--- config.mk ---
export PLATFORM = sky130hd
export DESIGN_NAME = ula_arbiter
export DESIGN_NICKNAME = d
export VERILOG_FILES = /design/src/rtl/ula_arbiter.sv
export SDC_FILE = /design/constraint.sdc
export NUM_CORES = 1
export LEC_CHECK = 0
export ABC_AREA = 1
export CORE_UTILIZATION = 36
export CTS_CLUSTER_DIAMETER = 150
export DETAILED_ROUTE_END_ITERATION = 7
export GPL_ROUTABILITY_DRIVEN = 0
export PLACE_DENSITY = 0.77
export SLEW_MARGIN = 25
export SYNTH_ARGS = -nofsm -noshare
export SYNTH_HDL_FRONTEND = slang
export SYNTH_SLANG_ARGS = --single-unit
--- constraint.sdc ---
create_clock -name clk -period 1.3 [get_ports clk]
set_input_delay 0.195 -clock clk [delete_from_list [all_inputs] [get_ports clk]]
set_output_delay 0.195 -clock clk [all_outputs]
set_load 0.005 [all_outputs]
--- src/rtl/ula_arbiter.sv ---
// Two-requester arbiter sharing one fixed-latency ULA: round-robin grant on ties,
// issue operands, wait out the latency, then hand the captured result back to the owner.
module ula_arbiter #(
  parameter int WIDTH   = 32,
  parameter int ULA_LAT = 1
) (
  input  logic               clk,
  input  logic               rst_n,
  input  logic [1:0]         req_valid,
  output logic [1:0]         req_ready,
  input  logic [2*WIDTH-1:0] req_a,
  input  logic [2*WIDTH-1:0] req_b,
  input  logic [3:0]         req_op,
  output logic [1:0]         resp_valid,
  input  logic [1:0]         resp_ready,
  output logic [WIDTH-1:0]   resp_result,
  output logic [WIDTH-1:0]   ula_a,
  output logic [WIDTH-1:0]   ula_b,
  output logic [1:0]         ula_op,
  input  logic [WIDTH-1:0]   ula_result,
  output logic               busy
);

  typedef enum logic [1:0] {IDLE, EXEC, RESP} state_t;

  localparam logic [3:0] LAT4 = 4'(ULA_LAT);

  state_t     state, state_nxt;
  logic       owner;
  logic       rr_last;
  logic [3:0] cnt;
  logic [1:0] grant;
  logic       acc_i;

  // Grant is only offered in IDLE; a tie goes to whoever was not served last.
  always_comb begin
    grant = 2'b00;
    if (state == IDLE) begin
      case (req_valid)
        2'b01:   grant = 2'b01;
        2'b10:   grant = 2'b10;
        2'b11:   grant = rr_last ? 2'b01 : 2'b10;
        default: grant = 2'b00;
      endcase
    end
  end

  assign req_ready = grant;
  assign acc_i     = grant[1];
  assign busy      = (state != IDLE);

  always_comb begin
    state_nxt  = state;
    resp_valid = 2'b00;
    case (state)
      IDLE: if (|grant) state_nxt = EXEC;
      EXEC: if (cnt == 4'd1) state_nxt = RESP;
      RESP: begin
        resp_valid = owner ? 2'b10 : 2'b01;
        if (resp_ready[owner]) state_nxt = IDLE;
      end
      default: state_nxt = IDLE;
    endcase
  end

  always_ff @(posedge clk) begin
    if (!rst_n) begin
      state       <= IDLE;
      ula_a       <= '0;
      ula_b       <= '0;
      ula_op      <= '0;
      resp_result <= '0;
      owner       <= 1'b0;
      rr_last     <= 1'b1;
      cnt         <= '0;
    end else begin
      state <= state_nxt;
      if (|grant) begin
        ula_a   <= acc_i ? req_a[2*WIDTH-1:WIDTH] : req_a[WIDTH-1:0];
        ula_b   <= acc_i ? req_b[2*WIDTH-1:WIDTH] : req_b[WIDTH-1:0];
        ula_op  <= acc_i ? req_op[3:2] : req_op[1:0];
        owner   <= acc_i;
        rr_last <= acc_i;
        cnt     <= LAT4;
      end
      // Operands stay put through EXEC; result is sampled on the last latency edge.
      if (state == EXEC) begin
        cnt <= cnt - 4'd1;
        if (cnt == 4'd1) resp_result <= ula_result;
      end
    end
  end

endmodule

==> metrics.yaml <==
status: "complete, but fails checks"
violations: "negative setup slack"
max_slew_margin_pct: 79.6
die_y_um: 122
synthSimpleGateAreaFrac_pct: 31.9
finalInstanceArea_um2: 10500
p_sw_share_pct: 33.4
firstDrtPassIters: 7
post-route-util_pct: 75.0
drt_iter0_drc: 496
p_per_area_nw_per_um2: 1130
synth_edf_count: 0
synthAdderAreaFrac_pct: 0.486
pwr-share-comb_pct: 42.3
grt-ovfl-total: 0
core_area_um2: 13900
yosys.area.top_type_share_pct: 41.2
syn_avg_cell_area_um2: 6.59
clk_transition_reported_paths_ps: 70
yosys-top-cells-area: "dfxtp_1 41%, nand2_1 11%, inv_1 10%"
cts_root_buffer: "clkbuf_16"
r2r_cells: 10
power.leakage_uw: 0.00501
drive_gt1_share_pct: 29.5
max_freq_mhz: 626
ys_seq_elements: 106
syn_to_final_growth_pct: 103
hold_viol: 0
crit_arrival_ps: 1400
end_kind: "output port"
dominantRegCellSynth: "dfxtp_1"
grt_max_degree: 48
cp.required_ps: 1110
worst_slew_pin_slew_ps: 306
htree_levels: 3
antenna_found_initial: 0
clkLatencyLatePin_ps: 360
rsz0062_at_grt: "true"
p_int_uw: 7860
dieArea_um2: 14800
grt_pass1_vias: 6240
finalClockSkew_ps: 8.17
seq_power_share_pct: 33.0
row_count: 43
grt_use_total_pct: 28.2
cp-start-kind: "flop"
synth_compound_area_share_pct: 10.4
dp_hpwl_mm: 12.4
muxShareOfSynthArea_pct: 0
fillers: 979
drv_cap: 0
ios: 273
fin_crit_sh_pct: 123
placed_area_um2: 8340
wl_per_cell_um: 18.7
drt-total-wl_mm: 23.8
synth_top_family_by_area: "simple AND/OR/NAND/NOR gates"
synth-xor-area-share_pct: 0
clock-sinks: 106
worstHoldPathType: "in2reg"
vias: 6782
cts_buffers: 9
finalSetupViolCount: 110
cts_tree: "built"
antenna_left: 0
syn-num-nets: 954
fin_ws_ps: -297
irDropWorstVdd_mv: 0.660
pwr-share-clk_pct: 24.7
p_switching_uw: 3940
crit_type: "reg2out"
yosys_warnings: 0
post-route-min-period_ps: 1600
io_buffers: 272
synthCells: 782
async_flop_share_pct: 0
syn-cell-area_um2: 5150
synth_cell_types: 21
maxSlewViolCount: 0
yosysSeqAreaShare_pct: 41.2
clockBufferDepth: 2
synth_top_cell_by_area: "dfxtp_1"
drc_errors: 0
grt_pass1_wl_mm: 32.0
die_w_um: 122
crit_fanout: 3
via_per_inst: 5.31
fin_nets: 1263
start_util_pct: 37.0
whs_path_depth: 3
worst paths after layout:
kind	to	slack (ps)	from
max reg2reg	ula_a[30]	-280	state[1]
max	busy	-300	state[1]
min	resp_result[28]	420	ula_result[28]
min reg2reg	ula_b[8]	460	ula_b[8]
flip-flops by register name (all words and copies together) (netlist names):
signal / cells
owner: 1
rr_last: 1
ula_a: 32
cnt: 4
resp_result: 32
ula_b: 32
ula_op: 2
state: 2
logic make-up after synthesis:
family / Yosys count
adders and majority gates: 2
AOI/OAI and AO/OA: 106
buffers and inverters: 207
and+or+nand+nor: 361
DFF: 106
power groups by stage:
stage / sequential (uW) / clock [uW] / combinational [uW]
after floorplan: 3930 / 0 / 1350
after global placement: 3890 / 0 / 3260
after detailed placement: 3910 / 0 / 3290
after CTS: 3850 / 2940 / 4220
after global routing: 3930 / 3090 / 5260
final: 3890 / 2920 / 4990
Yosys cell counts, types with 2 or more instances:
| cell type | count |
|---|---|
| nor2_1 | 70 |
| o21ai_0 | 29 |
| buf_1 | 5 |
| nand4_1 | 67 |
| inv_1 | 143 |
| buf_2 | 21 |
| dfxtp_1 | 106 |
| nand3_1 | 72 |
| a21oi_1 | 72 |
| nor2_4 | 2 |
| inv_2 | 5 |
| ha_1 | 2 |
| buf_4 | 6 |
| clkbuf_1 | 27 |
| nand2_1 | 146 |
| o21ai_1 | 4 |
per-stage QoR:
stage               cells  setup WS (ps)  total power (uW)  setup TNS, ps  hold slack [ps]
global route         1276           -333             12300         -27140              430
floorplan             782           3.47              5280              0              330
detailed placement   1218           -424              7200         -24900              455
finish               1277           -297             11800         -20430              421
global placement     1218           -435              7150         -22810              448
CTS                  1270           -258             11000         -15900              411
worst max-delay path, cell delays in order (launching register included):
cell and delay (ps):
dfxtp_4 360, nor2_4 130, buf_4 130, inv_2 50, buf_4 130, dlygate4sd2_1 250
metal layers:
layer | part of all wire [%] | GRT usage, % | wire [um]
met1 | 38 | 33.1 | 9130
met2 | 50 | 49.9 | 11800
met3 | 7.9 | 5.66 | 1880
met4 | 4.2 | 11.9 | 996
met5 | 0 | 0 | 0
cells in the final DEF (no fill, tap or decap), types with 23 or more instances in the layout:
cell / n
clkdlybuf4s50_1: 168
inv_1: 137
nand2_1: 108
dlygate4sd2_1: 99
dfxtp_1: 90
nand4_1: 67
a21oi_2: 57
nor2_1: 33
nand2_2: 27
nand3_2: 26
o21ai_1: 26
nand3_4: 25
nor2_2: 23
buf_12: 23
cell type report:
cell class | count | area, um2 | area share [%]
multi-input cells | 469 | 3190 | 30.5
clock buffers | 11 | 253 | 2.42
clock inverters | 5 | 60.1 | 0.575
flip-flops and latches | 106 | 2150 | 20.5
repair buffers | 357 | 4010 | 38.4
inverters | 148 | 563 | 5.39
well taps | 180 | 225 | 2.15
diodes | 1 | 2.50 | 0.0239
what timing repair did:
action,4_1_cts,5_1_grt
cloned,15,11
resized for setup,232,224
hold buffers,0,0
endpoints found under the setup margin,198,110
setup buffers,22,4
pin swaps,22,85
No activity file was read; power rests on OpenSTA's default activity.
